[src/rtl/usbf_wb_arb_pkg.sv]
// Shared types and constants for the USB function Wishbone arbiter.
// USBF_UFC_HADR normally comes from usbf_defines. The fallback below
// keeps this slice self-contained when that file is not compiled first.
`ifndef USBF_UFC_HADR
`define USBF_UFC_HADR 17
`endif

package usbf_wb_arb_pkg;

  typedef enum logic [1:0] {
    IDLE = 2'd0,
    BUS  = 2'd1,
    DONE = 2'd2
  } arb_state_t;

  localparam int DATA_W   = 32;
  localparam int DEF_AW   = `USBF_UFC_HADR + 1;
  localparam int TO_CNT_W = 16;

endpackage

[src/rtl/usbf_rr_pick.sv]
// Combinational round-robin picker: grants the first set request at or
// after i_ptr, wrapping from N-1 back to 0. Also used by the DMA service
// engine, so it carries no state of its own.
module usbf_rr_pick #(
  parameter int N  = 4,
  parameter int PW = (N > 1) ? $clog2(N) : 1
) (
  input  logic [N-1:0]  i_req,
  input  logic [PW-1:0] i_ptr,
  output logic [N-1:0]  o_gnt,
  output logic [PW-1:0] o_idx,
  output logic          o_valid
);

  logic [2*N-1:0] w_dbl;
  logic [N-1:0]   w_rot;
  logic [PW-1:0]  w_off;
  logic [PW:0]    w_sum;
  logic [PW:0]    w_wrap;

  // Rotate requests so that bit 0 of w_rot corresponds to requester i_ptr.
  assign w_dbl = {i_req, i_req} >> i_ptr;
  assign w_rot = w_dbl[N-1:0];

  // Offset of the lowest set bit of the rotated vector.
  always_comb begin
    // NOTE: w_off gets a default before the loop so an all-zero request vector
    // cannot leave it unassigned and infer a latch.
    w_off = '0;
    for (int j = N - 1; j >= 0; j--) begin
      if (w_rot[j]) w_off = PW'(j);
    end
  end

  // Undo the rotation: winner = (ptr + offset) mod N.
  assign w_sum   = {1'b0, i_ptr} + {1'b0, w_off};
  assign w_wrap  = w_sum - (PW+1)'(N);
  assign o_idx   = (w_sum >= (PW+1)'(N)) ? w_wrap[PW-1:0] : w_sum[PW-1:0];
  assign o_valid = |i_req;
  assign o_gnt   = o_valid ? (N'(1) << o_idx) : '0;

endmodule

[src/rtl/usbf_wb_arbiter.sv]
// Round-robin arbiter sharing the usbf Wishbone slave port between NREQ
// requesters. One single-beat classic Wishbone cycle at a time, followed
// by a mandatory idle bus cycle. Interrupt/suspend pins pass straight
// through outside this block.
// Optional feature: define USBF_WB_TIMEOUT_EN to abort a bus cycle that
// sees no ack within TO_CYCLES clocks (done_o with err_o=1). Without it the
// bus waits for ack indefinitely and err_o is tied low.
module usbf_wb_arbiter
  import usbf_wb_arb_pkg::*;
#(
  parameter int NREQ      = 4,
  parameter int AW        = DEF_AW,
  parameter int TO_CYCLES = 256
) (
  input  logic                   clk,
  input  logic                   reset,
  input  logic [NREQ-1:0]        req_i,
  input  logic [NREQ-1:0]        req_we_i,
  input  logic [NREQ*AW-1:0]     req_addr_i,
  input  logic [NREQ*DATA_W-1:0] req_wdata_i,
  output logic [NREQ-1:0]        gnt_o,
  output logic [NREQ-1:0]        done_o,
  output logic                   err_o,
  output logic [DATA_W-1:0]      rdata_o,
  output logic [AW-1:0]          wb_addr_o,
  output logic [DATA_W-1:0]      wb_data_o,
  input  logic [DATA_W-1:0]      wb_data_i,
  output logic                   wb_we_o,
  output logic                   wb_stb_o,
  output logic                   wb_cyc_o,
  input  logic                   wb_ack_i
);

  localparam int PW = $clog2(NREQ);

  // Reject configurations the pointer and counter widths cannot represent.
  if (NREQ < 2 || NREQ > 8 || TO_CYCLES < 2 || TO_CYCLES > 65536) begin : g_bad_cfg
    $error("usbf_wb_arbiter: unsupported NREQ/TO_CYCLES");
  end

  // Picker outputs and the winner's transaction fields.
  logic [NREQ-1:0]   w_pick_gnt;
  logic [PW-1:0]     w_pick_idx;
  logic              w_pick_valid;
  logic [AW-1:0]     w_pick_addr;
  logic [DATA_W-1:0] w_pick_wdata;
  logic              w_pick_we;
  logic [PW-1:0]     w_next_ptr;

  // Registered state; every output is driven straight from a register.
  arb_state_t        r_state;
  logic [PW-1:0]     r_ptr;
  logic [PW-1:0]     r_gidx;
  logic [NREQ-1:0]   r_gnt;
  logic [NREQ-1:0]   r_done;
  logic [DATA_W-1:0] r_rdata;
  logic [AW-1:0]     r_addr;
  logic [DATA_W-1:0] r_wdata;
  logic              r_we;
  logic              r_cyc;

`ifdef USBF_WB_TIMEOUT_EN
  localparam logic [TO_CNT_W-1:0] TO_LAST = TO_CNT_W'(TO_CYCLES - 1);
  logic [TO_CNT_W-1:0] r_to_cnt;
  logic                r_err;
`endif

  usbf_rr_pick #(
    .N  (NREQ),
    .PW (PW)
  ) u_pick (
    .i_req   (req_i),
    .i_ptr   (r_ptr),
    .o_gnt   (w_pick_gnt),
    .o_idx   (w_pick_idx),
    .o_valid (w_pick_valid)
  );

  assign w_pick_addr  = req_addr_i[int'(w_pick_idx)*AW +: AW];
  assign w_pick_wdata = req_wdata_i[int'(w_pick_idx)*DATA_W +: DATA_W];
  assign w_pick_we    = req_we_i[w_pick_idx];

  // Pointer moves to the requester after the one just served.
  assign w_next_ptr = (r_gidx == PW'(NREQ - 1)) ? '0 : r_gidx + 1'b1;

  // Arbitration FSM: IDLE picks a winner, BUS runs the Wishbone beat,
  // DONE is the idle gap the usbf slave needs between cycles.
  always_ff @(posedge clk) begin
    if (reset) begin
      r_state  <= IDLE;
      r_ptr    <= '0;
      r_gidx   <= '0;
      r_gnt    <= '0;
      r_done   <= '0;
      r_rdata  <= '0;
      r_addr   <= '0;
      r_wdata  <= '0;
      r_we     <= 1'b0;
      r_cyc    <= 1'b0;
`ifdef USBF_WB_TIMEOUT_EN
      r_to_cnt <= '0;
      r_err    <= 1'b0;
`endif
    end else begin
      // NOTE: non-blocking assignments throughout so every register updates
      // from pre-edge values regardless of statement order.
      r_done <= '0;
`ifdef USBF_WB_TIMEOUT_EN
      r_err  <= 1'b0;
`endif
      case (r_state)
        IDLE: begin
          if (w_pick_valid) begin
            r_gnt    <= w_pick_gnt;
            r_gidx   <= w_pick_idx;
            r_addr   <= w_pick_addr;
            r_wdata  <= w_pick_wdata;
            r_we     <= w_pick_we;
            r_cyc    <= 1'b1;
`ifdef USBF_WB_TIMEOUT_EN
            r_to_cnt <= '0;
`endif
            r_state  <= BUS;
          end
        end
        BUS: begin
          // A dropped req_i here is ignored; the beat always completes.
          if (wb_ack_i) begin
            if (!r_we) r_rdata <= wb_data_i;
            r_cyc   <= 1'b0;
            r_gnt   <= '0;
            r_done  <= r_gnt;
            r_ptr   <= w_next_ptr;
            r_state <= DONE;
          end
`ifdef USBF_WB_TIMEOUT_EN
          // Ack in the expiry cycle takes the branch above, so ack wins.
          else if (r_to_cnt == TO_LAST) begin
            r_cyc   <= 1'b0;
            r_gnt   <= '0;
            r_done  <= r_gnt;
            r_err   <= 1'b1;
            r_ptr   <= w_next_ptr;
            r_state <= DONE;
          end else begin
            r_to_cnt <= r_to_cnt + 1'b1;
          end
`endif
        end
        DONE: begin
          r_state <= IDLE;
        end
        default: begin
          r_state <= IDLE;
        end
      endcase
    end
  end

  assign gnt_o     = r_gnt;
  assign done_o    = r_done;
  assign rdata_o   = r_rdata;
  assign wb_addr_o = r_addr;
  assign wb_data_o = r_wdata;
  assign wb_we_o   = r_we;
  assign wb_stb_o  = r_cyc;
  assign wb_cyc_o  = r_cyc;
`ifdef USBF_WB_TIMEOUT_EN
  assign err_o     = r_err;
`else
  assign err_o     = 1'b0;
`endif

endmodule
[config.mk]
export PLATFORM = sky130hd
export DESIGN_NAME = usbf_wb_arbiter
export DESIGN_NICKNAME = d
export VERILOG_FILES = /design/src/rtl/usbf_wb_arb_pkg.sv /design/src/rtl/usbf_rr_pick.sv /design/src/rtl/usbf_wb_arbiter.sv
export SDC_FILE = /design/constraint.sdc
export NUM_CORES = 1
export LEC_CHECK = 0
export BUFFER_PORTS_ARGS = -buffer_cell sky130_fd_sc_hd__buf_2
export CAP_MARGIN = 40
export CORE_AREA = 2 2 130 132
export CTS_BUF_LIST = sky130_fd_sc_hd__clkbuf_2 sky130_fd_sc_hd__clkbuf_4 sky130_fd_sc_hd__clkbuf_8
export DETAILED_ROUTE_END_ITERATION = 10
export DIE_AREA = 0 0 132 134
export PLACE_DENSITY_LB_ADDON = 0.08
export SYNTH_ARGS = -nofsm -noshare
export SYNTH_HDL_FRONTEND = slang
export SYNTH_SLANG_ARGS = --single-unit
[constraint.sdc]
create_clock -name clk -period 4.58 [get_ports clk]
set_clock_uncertainty 0.1 [all_clocks]
set_input_delay 1.145 -clock clk [delete_from_list [all_inputs] [get_ports clk]]
set_output_delay 1.145 -clock clk [all_outputs]
set_load 0.1 [all_outputs]
After elaboration in Yosys (flattened, before gate mapping)
Index checks and enable logic that the tools add are counted.
{ "word_totals": {"wordCells": 53, "input_bits": 243, "register_bits": 98, "out_inout_bits": 94} }
{ "classes": {"n_eq_ne": 4, "mul": 1, "addsub": 3, "n_shift": 4, "muxes": 17, "bitwise": 3, "order_cmp": 2, "reduce_logical": 9} }
{ "ops": {"columns": ["operator", "count"], "rows": [
  ["128-bit by 8-bit indexed part select with 32-bit output", 1],
  ["72-bit by 8-bit indexed part select with 18-bit output", 1],
  ["2-bit 2-to-1 mux", 8],
  ["4-bit 2-to-1 mux", 2],
  ["4-bit one-hot mux with 2 select lines", 1],
  ["8-bit by 2-bit right shift with 4-bit output", 1],
  ["2-bit by 4-bit multiplier with 6-bit output, second input constant", 1],
  ["2-bit AND reduction", 3],
  ["3-bit AND reduction", 2],
  ["2-bit one-hot mux with 2 select lines", 1],
  ["4-bit OR reduction", 1],
  ["1-bit by 2-bit << shifter with 4-bit output, first input constant", 1],
  ["2-bit by 2-bit adder with 3-bit output", 1],
  ["3-bit greater-or-equal comparator, second input constant", 1],
  ["2-bit by 3-bit less-than comparator with 1-bit output, second input constant", 1],
  ["1-bit 2-to-1 mux", 3],
  ["1-bit NOT", 3],
  ["3-bit OR reduction", 1],
  ["2-bit by 1-bit adder with 2-bit output, second input constant", 1],
  ["1-bit binary-select mux with 2-bit select", 1],
  ["2-bit by 1-bit equality test with 1-bit output, second input constant", 1],
  ["2-bit equality test, second input constant", 1],
  ["2-bit logical NOT", 1],
  ["2-bit by 1-bit != test with 1-bit output, second input constant", 1],
  ["other kinds (4)", 4]
]} }

Depth between registers and ports, before layout
Gate-level depths: netlist (run 1).
{ "depth": {"depth_word": 11, "ltp_mapped": 14, "mapped_depth_nobuf": 10} }

Modules after synthesis
Synthesis (run 1) repeated with hierarchy kept, for this count alone.
{ "unflattened": {"cells_unflattened": 415, "hier_area_um2": 4818.4} }
{ "modules_own_cells": {"columns": ["mod", "seq_area_each_um2", "cells_each", "area_each_um2", "n_inst"], "rows": [
  ["usbf_wb_arbiter", 1961.9, 378, 4528.1, 1],
  ["usbf_rr_pick", 0.0, 37, 290.3, 1]
]} }

Least setup slack after synthesis (run 1)
Ideal clock, no wire load.
{ "synth_timing": {"path_type": "input -> register", "startpoint": "input port req_i[2]", "endpoint": "register r_wdata[19], in the netlist wb_data_o[19]", "cell_stages": 14, "required_time_ns": 4.341, "setup_slack_ns": 0.997, "arrival_ns": 3.344, "cell_sequence": "buf_6 > nand2_1 > nor2_1 > a211oi_1 > a21oi_1 > a211o_1 > ha_1 > buf_2 > buf_2 > buf_2 > mux2i_1 > nand2_1 > a21oi_2 > nor4_2"} }
{ "synth_via": {"elab_chain_len": 9, "elab_cells_between_ends": 12, "cone_classes": "add/sub (2); order compare (1); shift (2); mux (5); reduce/logical (2)"} }
{ "synth_lines": {"columns": ["element", "line", "rtl"], "rows": [
  ["from (decl)", "usbf_wb_arbiter.sv:17", "input logic [NREQ-1:0] req_i,"],
  ["8-bit by 2-bit right shift with 4-bit output (*)", "usbf_rr_pick.sv:22", "assign w_dbl = {i_req, i_req} >> i_ptr;"],
  ["2-bit 2-to-1 mux (3 in a row)", "usbf_rr_pick.sv:31", "if (w_rot[j]) w_off = PW'(j);"],
  ["2-bit 2-to-1 mux (*)", "usbf_rr_pick.sv:31", null],
  ["2-bit by 2-bit adder with 3-bit output (*)", "usbf_rr_pick.sv:36", "assign w_sum = {1'b0, i_ptr} + {1'b0, w_off};"],
  ["3-bit greater-or-equal comparator / 2-bit by 1-bit subtractor with 2-bit output (equally long branches)", "usbf_rr_pick.sv:38, usbf_rr_pick.sv:37", null],
  ["2-bit 2-to-1 mux (*)", "usbf_rr_pick.sv:38", "assign o_idx = (w_sum >= (PW+1)'(N)) ? w_wrap[PW-1:0] : w_sum[PW-1:0];"],
  ["net u_pick.o_idx[0]", "usbf_rr_pick.sv:11", "output logic [PW-1:0] o_idx,"],
  ["128-bit by 8-bit indexed part select with 32-bit output (*)", "usbf_wb_arbiter.sv:80", "assign w_pick_wdata = req_wdata_i[int'(w_pick_idx)*DATA_W +: DATA_W];"],
  ["to (signal assigned)", "usbf_wb_arbiter.sv:117", "r_wdata <= w_pick_wdata;"],
  ["to (decl)", "usbf_wb_arbiter.sv:58", "logic [DATA_W-1:0] r_wdata;"]
]} }
The timed path passes the listed nets; every way through them passes the cells marked *.
A chain may end at the register's enable or synchronous reset.

Final worst setup path (run 1)
{ "layout_timing": {"startpoint": "input port req_i[3]", "endpoint": "register r_wdata[19], in the netlist wb_data_o[19]"} }
Same word-level chain as after synthesis.

==> results of run 1 <==
## state kept, by name (all words and copies together), names as in the netlist
name / count
rdata_o: 32
wb_data_o: 32
wb_addr_o: 18
done_o: 4
gnt_o: 4
r_gidx: 2
r_ptr: 2
r_state: 2
wb_cyc_o: 1
wb_we_o: 1
## per-stage QoR
step / worst slack [ns] / cells / power [µW] / instance area (µm²) / util, %
floorplan: 0.997 / 843 / 2630 / 6810 / -
global placement: 0.812 / 1338 / 2960 / 8440 / 51.8
detailed placement: 0.795 / 1338 / 2980 / 8440 / 51.8
CTS: 1.22 / 1353 / 3520 / 8610 / 52.9
global route: 1.06 / 1355 / 3690 / 8620 / 52.9
finish: 1.20 / 1356 / 3480 / 8620 / 52.9
## tightest hold or removal path, cell delays in order (launching register included)
cell and delay, ns:
dfxtp_1 0.32, nand2_1 0.05, a21oi_1 0.05
## cell usage in the layout, fill, tap and decap left out, drive strengths merged, types with 2 or more instances in the layout
cell    netlist  routed
a211oi        2       2
o32ai         2       2
nor2         68      68
nand2b        3       3
mux2i       103     103
a21oi       140     140
clkbuf       19       9
diode         0       3
a32oi         2       2
nand2       269     269
buf          52     351
nor4         51      51
and2          4       4
inv           1       5
a211o         2       2
nand3         4       4
nor3          4       4
ha            2       2
or2           2       2
dfxtp        98      98
## power by group through the flow
stage | Combinational, µW | Clock (µW) | Sequential [µW]
4_1_cts | 1950 | 559 | 1010
6_report | 1940 | 539 | 1010
2_1_floorplan | 913 | 0 | 1720
3_3_place_gp | 1940 | 0 | 1030
3_5_place_dp | 1950 | 0 | 1030
5_1_grt | 2060 | 600 | 1020
## logic make-up (layout without fill, tap and decap cells)
logic type	after synthesis	count (layout)	synth area share (%)
and+or+nand+nor	408	408	31.1
adders and majority gates	2	2	0.368
xor gates and xnor gates	2	2	0.257
buffers and inverters	77	367	8.31
other	1	4	0.0551
DFF	98	98	28.8
muxes	103	103	15.1
AOI/OAI and AO/OA	152	152	15.9
## routing by layer
layer	GRT usage (%)	share of wire, %
met5	0	0
met4	5.25	1.5
met3	6.69	7.4
met2	37.9	48
met1	27.9	43
## worst max-delay path by stage
| stage | startpoint | endpoint | slack (ns) | cells past startpoint |
|---|---|---|---|---|
| final | req_i[3] | wb_data_o[19]$_SDFFE_PP0P_ | 1.20 | 12 |
| after global routing | req_i[3] | wb_data_o[19]$_SDFFE_PP0P_ | 1.06 | 12 |
| after CTS | req_i[3] | wb_data_o[19]$_SDFFE_PP0P_ | 1.22 | 12 |
| after detailed placement | req_i[3] | wb_data_o[19]$_SDFFE_PP0P_ | 0.79 | 12 |
| after global placement | req_i[3] | wb_data_o[19]$_SDFFE_PP0P_ | 0.81 | 12 |
| after floorplan | req_i[2] | wb_data_o[19]$_SDFFE_PP0P_ | 1.0 | 14 |
## area by class of cell
type / count / area, µm²
antenna: 3 / 7.51
clock buffer: 9 / 124
clock inverter: 6 / 50.0
fill: 1643 / 7670
inverter: 1 / 3.75
multi-input combinational: 668 / 4340
sequential: 98 / 1960
tap: 220 / 275
timing repair buffer: 351 / 1860
==> flow_summary.toml, run 1 <==
[run_status]
status = "complete, no violations"

[setup_path]
endpoint_kind = "flip-flop"
crit_fanout = 29
cp_slowest_stage_delay_ns = 0.43
worstPathArrival_ns = 3.52
ff2ff_setup_slack_ns = 1.52
rr_worst_depth = 10
setup.worst_path.start_class = "primary input"
timing.rr.start = "r_ptr[0]$_SDFFE_PP0P_"
cp_top_family = "compound AO/OA/AOI/OAI gates"
slowest_stage = "buf_4"
crit_required_ns = 4.72
timing.rr.end = "wb_data_o[19]$_SDFFE_PP0P_"
path_buf_inv = 3
critPathKind = "primary input to flip-flop"
cp_cell_sequence = "buf_2, inv_1, nor3_1, a31oi_1, a21oi_1, a211o_1, ha_4, buf_4, mux2i_1, nand2_1, a21oi_2, nor4_2"

[die]
die_area_um2 = 17700
start_util_pct = 41.8
dieHeight_um = 134
row_count = 47
io_pins = 337
core_area_um2 = 16300
dieWidth_um = 132

[logic_synthesis]
synth_area_leader_cell = "dfxtp_1"
syn_inst = 843
synth-edff-count = 0
synthTopCellsByArea = "dfxtp_1 29%, mux2i_1 15%, nand2_1 13%"
netlist_area_um2 = 6810
synth_top_area_share_pct = 28.8
ys_types = 43
yosysWarnings = 0
syn_nets = 1088
ys_top_cells_by_count = "231 x nand2_1, 103 x mux2i_1, 98 x dfxtp_1"
syn_area_per_cell_um2 = 8.08
ys.flop_type = "dfxtp_1"
synth.most_common_cell = "nand2_1"
synth_seq_area_share_pct = 28.8
async_reset_ff_share_pct = 0
synth_seq_cells = 98

[cells_and_area]
layout-drive-gt1-share_pct = 47.4
final_nets = 1374
area_delta_synth_final_pct = 26.6

[global_route]
antenna_found_initial = 3
grt-ovfl-total = 0
grt_pass1_vias = 6386
grt_max_degree = 101
grt_first_pass_wirelength_um = 32300
grt.total_usage_pct = 22.3

[routing]
via_per_inst = 4.96
ant_nets = 0
drc = 0
wl_per_cell_um = 14.8
drt-total-wl_um = 20000
via_count = 6719
drt_iter0_drc = 266
drt_pre_antenna_iters = 4

[sta]
tns_ns = 0
hold_viol_final = 0
fin_hold_ws_ns = 0.357
slew_viol_final = 0
setup_viol = 0
tightest_slew_ns = 0.853
slew_headroom_pct = 43.2
rsz0062_at_grt = "false"
period_share_pct = 73.8
max_freq_mhz = 296
period_minus_slack_ns = 3.38

[power]
switching_share_pct = 51.4
power_frac_comb_pct = 55.5
intPower_uw = 1700
power_density_nw_per_um2 = 404
ir_drop_uv = 255
cellLeakagePower_uw = 0.00402
power.switching_uw = 1790
p_clk_share_pct = 15.5
p_seq_share_pct = 29.0

[clocking]
ctsHoldBuffers = 0
post_cts_buffers = 0
h-tree-depth = 3
cts.sink_count = 98
clk_latency_ns = 0.38
cts_root_buf = "clkbuf_8"
cts-buffers-inserted = 9
cts_resized = 0
path_clk_slew_ns = 0.10
cts_tree = "yes"
clockBufferDepth = 2

[place]
port_buffers = 335
dp_hpwl_um = 14300
finalWeightedCongestion = 0.783

[hold_path]
min-delay-start = "rdata_o[25]$_SDFFE_PP0P_"
whs_path_depth = 2
hold_path_end = "rdata_o[25]$_SDFFE_PP0P_"
min_path_type = "flip-flop to flip-flop"

[flow_run]
drv_cap = 0
No activity file was read; power rests on OpenSTA's default activity.
==> run 2: changes to the inputs <==
--- a/config.mk
+++ b/config.mk
@@ -7,10 +7,10 @@
 export LEC_CHECK = 0
 export BUFFER_PORTS_ARGS = -buffer_cell sky130_fd_sc_hd__buf_2
 export CAP_MARGIN = 40
-export CORE_AREA = 2 2 130 132
+export CORE_AREA = 2 2 129 131
 export CTS_BUF_LIST = sky130_fd_sc_hd__clkbuf_2 sky130_fd_sc_hd__clkbuf_4 sky130_fd_sc_hd__clkbuf_8
 export DETAILED_ROUTE_END_ITERATION = 10
-export DIE_AREA = 0 0 132 134
+export DIE_AREA = 0 0 131 133
 export PLACE_DENSITY_LB_ADDON = 0.08
 export SYNTH_ARGS = -nofsm -noshare
 export SYNTH_HDL_FRONTEND = slang
==> constraint.sdc (replaced) <==
create_clock -name clk -period 3 [get_ports clk]
set_clock_uncertainty 0.1 [all_clocks]
set_input_delay 0.75 -clock clk [delete_from_list [all_inputs] [get_ports clk]]
set_output_delay 0.75 -clock clk [all_outputs]
set_load 0.1 [all_outputs]
==> run 2 against run 1 <==
Non-clock buffer count up 17. Register-to-register slack worse by 1.1 ns. Final area up 2.6%. Cell count up 1.1%. Core utilization up 1.8 points. Worst setup slack worse by 0.87 ns. Power up 57%. Global-route usage up 0.25 points.
==> flow_summary.toml, run 2 (same netlist as run 1, synthesis figures left out) <==
[run_status]
status = "complete, no violations"

[place]
dp_hpwl_um = 14700
placedCellCount = 1355
finalWeightedCongestion = 0.780
port_buffers = 335

[clocking]
clockBufferDepth = 2
cts-buffers-inserted = 9
cts_tree = "yes"
cts_resized = 0
path_clk_slew_ns = 0.10
post_cts_buffers = 0
ctsHoldBuffers = 0
cts_root_buf = "clkbuf_8"
h-tree-depth = 3
cts.sink_count = 98
clk_latency_ns = 0.37

[sta]
slew_headroom_pct = 58.0
rsz0062_at_grt = "false"
slew_viol_final = 0
hold_viol_final = 0
period_share_pct = 89.0
tightest_slew_ns = 0.630
max_freq_mhz = 374
period_minus_slack_ns = 2.67
setup_viol = 0
fin_hold_ws_ns = 0.357

[setup_path]
cp_cell_sequence = "buf_2, nand2_1, nor2_1, a211oi_1, a21oi_1, a211o_1, ha_4, buf_12, mux2i_1, nand2_2, a21oi_2, nor4_2"
timing.rr.start = "r_ptr[0]$_SDFFE_PP0P_"
timing.rr.end = "wb_data_o[24]$_SDFFE_PP0P_"
ff2ff_setup_slack_ns = 0.45
rr_worst_depth = 10
slowest_stage = "ha_4"
crit_fanout = 34
worstPathArrival_ns = 2.84
crit_required_ns = 3.16
cp_slowest_stage_delay_ns = 0.35
setup.worst_path.start_class = "primary input"
critPathKind = "primary input to flip-flop"
endpoint_kind = "flip-flop"

[power]
ir_drop_uv = 325
cellLeakagePower_uw = 0.00413
power_density_nw_per_um2 = 619

[hold_path]
hold_path_end = "rdata_o[2]$_SDFFE_PP0P_"
whs_path_depth = 2
min-delay-start = "rdata_o[2]$_SDFFE_PP0P_"
min_path_type = "flip-flop to flip-flop"

[global_route]
grt_max_degree = 44
grt_first_pass_wirelength_um = 31800
grt_pass1_vias = 6520
grt.total_usage_pct = 22.6
grt-ovfl-total = 0
antenna_found_initial = 0

[die]
die_area_um2 = 17400
core_area_um2 = 16200
dieHeight_um = 133
dieWidth_um = 131
io_pins = 337
row_count = 47
start_util_pct = 42.1

[routing]
ant_nets = 0
top_layer = "met4"
wl_met2_um = 9700
via_count = 6822
drt_pre_antenna_iters = 4
drt_iter0_drc = 265
drc = 0
wl_met1_um = 8570
wl_per_cell_um = 14.6
via_per_inst = 4.98
drt-total-wl_um = 20100
dr_wl_met3_um = 1490

[cells_and_area]
final_cell_mix = "334 x buf_2, 230 x nand2_1, 102 x mux2i_1"
area_delta_synth_final_pct = 29.9
final_common_cell = "buf_2"
layout-drive-gt1-share_pct = 48.3
diodes = 0
final_nets = 1391
final_cells = 1371

[flow_run]
drv_cap = 0
-- run 2: changes by cell type in the layout (fill, tap and decap cells not counted), sizes merged --
| cell | before | now |
|---|---|---|
| clkbuf | 9 | 10 |
| buf | 351 | 368 |
| inv | 5 | 3 |
| bufinv | 0 | 1 |
| diode | 3 | 0 |
| clkinvlp | 1 | 2 |
-- run 2: layout make-up --
type	instances	area [µm²]
well taps	220	275
clock buffers	10	138
flip-flops and latches	98	1960
inverters	1	3.75
repair buffers	368	2050
multi-input cells	668	4340
fillers	1580	7330
clock inverters	6	73.8
-- run 2: critical path, delay by kind of cell --
family | cells | cell delay (ns)
simple gates | 4 | 0.24
buf+inv | 2 | 0.38
compound gates | 4 | 0.75
mux | 1 | 0.34
fa+ha+maj | 1 | 0.35
-- run 2: how the worst max path moves through the flow --
stage / start / to / slack (ns) / cells past startpoint
2_1_floorplan: req_i[2] / wb_addr_o[0]$_SDFFE_PP0P_ / 0.009 / 14
3_3_place_gp: req_i[3] / wb_data_o[24]$_SDFFE_PP0P_ / -0.04 / 12
3_5_place_dp: req_i[3] / wb_addr_o[8]$_SDFFE_PP0P_ / -0.08 / 12
4_1_cts: req_i[2] / wb_addr_o[8]$_SDFFE_PP0P_ / 0.34 / 12
5_1_grt: req_i[2] / wb_addr_o[0]$_SDFFE_PP0P_ / 0.17 / 12
6_report: req_i[2] / wb_data_o[24]$_SDFFE_PP0P_ / 0.33 / 12
-- run 2: through the flow --
step	setup WS [ns]	area (µm²)	total power [µW]	TNS [ns]	utilization (%)
6_report	0.329	8840	5470	0	54.7
5_1_grt	0.168	8840	5780	0	54.7
4_1_cts	0.342	8840	5530	0	54.7
3_5_place_dp	-0.0764	8630	4590	-1.09	53.4
3_3_place_gp	-0.0378	8630	4570	-0.250	53.4
2_1_floorplan	0.00917	6840	4040	0	-
-- run 2: layer usage --
layer / global-route usage, % / vias up
met1: 28.1 / 3132
met4: 6.38 / 0
li1: - / 3461
met5: 0 / -
met2: 38.6 / 208
met3: 5.26 / 21
-- run 2: power by group --
group	total [µW]	internal, µW	switching (µW)
clock	927	419	508
combinational	3010	869	2140
sequential	1540	1460	81.0
total	5470	2740	2730
==> run 3: changes to the inputs <==
--- a/config.mk
+++ b/config.mk
@@ -11,7 +11,7 @@
 export CTS_BUF_LIST = sky130_fd_sc_hd__clkbuf_2 sky130_fd_sc_hd__clkbuf_4 sky130_fd_sc_hd__clkbuf_8
 export DETAILED_ROUTE_END_ITERATION = 10
 export DIE_AREA = 0 0 131 133
-export PLACE_DENSITY_LB_ADDON = 0.08
+export PLACE_DENSITY_LB_ADDON = 0.12
 export SYNTH_ARGS = -nofsm -noshare
 export SYNTH_HDL_FRONTEND = slang
 export SYNTH_SLANG_ARGS = --single-unit
==> run 3 against run 2 <==
Non-clock buffer count grew 1. Power grew 2.7%. Via count shrank 0.15%. Combinational power is essentially flat. Core utilization grew 0.60 points. Critical path depth shrank 2.
==> flow_summary.toml, run 3 (same netlist as run 1, synthesis figures left out) <==
[sta]
rsz0062_at_grt = "false"
max_freq_mhz = 366
setup_viol = 0
slew_headroom_pct = 60.0
period_minus_slack_ns = 2.73
period_share_pct = 91.0
slew_viol_final = 0
tightest_slew_ns = 0.600
hold_viol_final = 0

[setup_path]
cp_slowest_stage_delay_ns = 0.51
rr_worst_depth = 10
setup.worst_path.start_class = "flip-flop"
cp_cell_sequence = "nor2_1, a211oi_1, a21oi_1, a211o_1, ha_4, buf_4, mux2i_1, nand2_1, a21oi_2, nor4_2"
timing.rr.end = "wb_data_o[22]$_SDFFE_PP0P_"
path_buf_inv = 1
crit_fanout = 14
crit_required_ns = 3.13
critPathKind = "flip-flop to flip-flop"
ff2ff_setup_slack_ns = 0.27
worstPathArrival_ns = 2.86
slowest_stage = "dfxtp_1"
cp_top_family = "compound AO/OA/AOI/OAI gates"
endpoint_kind = "flip-flop"
timing.rr.start = "r_ptr[0]$_SDFFE_PP0P_"

[hold_path]
hold_path_end = "rdata_o[13]$_SDFFE_PP0P_"
min-delay-start = "rdata_o[13]$_SDFFE_PP0P_"
whs_path_depth = 2
min_path_type = "flip-flop to flip-flop"

[routing]
wl_per_cell_um = 14.6
drt_pre_antenna_iters = 4
drt_iter0_drc = 266
via_per_inst = 4.96
drc = 0
via_count = 6812
drt-total-wl_um = 20100
ant_nets = 0

[clocking]
h-tree-depth = 3
cts_tree = "yes"
cts.sink_count = 98
clockBufferDepth = 2
cts_resized = 0
cts_root_buf = "clkbuf_8"
cts-buffers-inserted = 9
clk_latency_ns = 0.36
ctsHoldBuffers = 0
path_clk_slew_ns = 0.09
post_cts_buffers = 0

[power]
p_seq_share_pct = 27.4
p_clk_share_pct = 18.9
intPower_uw = 2920
power_uw = 5620
power_frac_comb_pct = 53.7
ir_drop_uv = 293
switching_share_pct = 48.0
power.switching_uw = 2700
power_density_nw_per_um2 = 629
cellLeakagePower_uw = 0.00418

[global_route]
grt.total_usage_pct = 22.5
grt_max_degree = 59
grt-ovfl-total = 0
grt_pass1_vias = 6427
grt_first_pass_wirelength_um = 31500
antenna_found_initial = 3

[place]
finalWeightedCongestion = 0.741
dp_hpwl_um = 14900
place_area_um2 = 8690
port_buffers = 335

[cells_and_area]
layout-drive-gt1-share_pct = 48.3
nFillCells = 1603
area_delta_synth_final_pct = 31.3
final_nets = 1392
final_util_pct = 55.3
final_cell_mix = "334 x buf_2, 230 x nand2_1, 102 x mux2i_1"
final_common_cell = "buf_2"
final_cell_area_um2 = 8940

[die]
dieWidth_um = 131
row_count = 47
start_util_pct = 42.1
core_area_um2 = 16200
die_area_um2 = 17400
io_pins = 337
dieHeight_um = 133

[run_status]
status = "complete, no violations"

[flow_run]
drv_cap = 0
-- run 3: cell types whose count changed in the layout (fill, tap and decap cells not counted) --
cell,previous run,this run
inv_8,1,0
inv_6,1,2
buf_4,24,21
clkinvlp_4,2,0
bufinv_16,1,3
buf_12,10,14
diode_2,0,2
clkinv_4,1,0
-- run 3: worst max path at each step --
stage | depth (start not counted) | slack [ns] | startpoint | to
3_5_place_dp | 12 | -0.12 | req_i[2] | wb_data_o[22]$_SDFFE_PP0P_
3_3_place_gp | 12 | -0.07 | req_i[2] | wb_data_o[22]$_SDFFE_PP0P_
4_1_cts | 10 | 0.25 | r_ptr[0]$_SDFFE_PP0P_ | wb_data_o[22]$_SDFFE_PP0P_
5_1_grt | 10 | 0.04 | r_ptr[0]$_SDFFE_PP0P_ | wb_data_o[9]$_SDFFE_PP0P_
6_report | 10 | 0.27 | r_ptr[0]$_SDFFE_PP0P_ | wb_data_o[22]$_SDFFE_PP0P_
2_1_floorplan | 14 | 0.009 | req_i[2] | wb_addr_o[0]$_SDFFE_PP0P_
-- run 3: power by group through the flow --
stage                     registers [µW]  logic, µW  clock network [µW]
after floorplan                     2620       1410                   0
after global placement              1570       3020                   0
after detailed placement            1570       3040                   0
after CTS                           1540       3040                1110
after global routing                1560       3220                1150
final                               1540       3020                1060
-- run 3: metal layers --
layer | routed length [µm] | up-vias | share of wire (%) | track usage [%]
met5 | 13 | - | 0.065 | 0
met4 | 386 | 2 | 1.9 | 7.33
met1 | 8530 | 3092 | 42 | 27.7
li1 | - | 3465 | - | -
met2 | 9830 | 225 | 49 | 38.7
met3 | 1320 | 28 | 6.6 | 4.93
-- run 3: area by class of cell --
| cell class | instances | area (µm²) | area share [%] |
|---|---|---|---|
| multi-input combinational | 668 | 4340 | 48.5 |
| timing repair buffer | 369 | 2110 | 23.6 |
| sequential | 98 | 1960 | 21.9 |
| tap | 220 | 275 | 3.08 |
| clock buffer | 10 | 138 | 1.54 |
| clock inverter | 5 | 108 | 1.20 |
| antenna | 2 | 5.00 | 0.0560 |
| inverter | 1 | 3.75 | 0.0420 |
-- run 3: worst min-delay path: cells and delay by family (launching register included) --
family           cells  cell delay, ns
AND/OR/NAND/NOR      1            0.05
AO/OA/AOI/OAI        1            0.05
flip-flops           1            0.32
-- run 3: through the flow --
| stage | hold WS [ns] | std cells | setup TNS [ns] | setup WS (ns) |
|---|---|---|---|---|
| final | 0.354 | 1373 | 0 | 0.270 |
| after global routing | 0.370 | 1373 | 0 | 0.0374 |
| after CTS | 0.357 | 1371 | 0 | 0.249 |
| after detailed placement | 0.343 | 1356 | -2.75 | -0.117 |
| after global placement | 0.339 | 1356 | -1.03 | -0.0651 |
| after floorplan | 0.354 | 843 | 0 | 0.00917 |
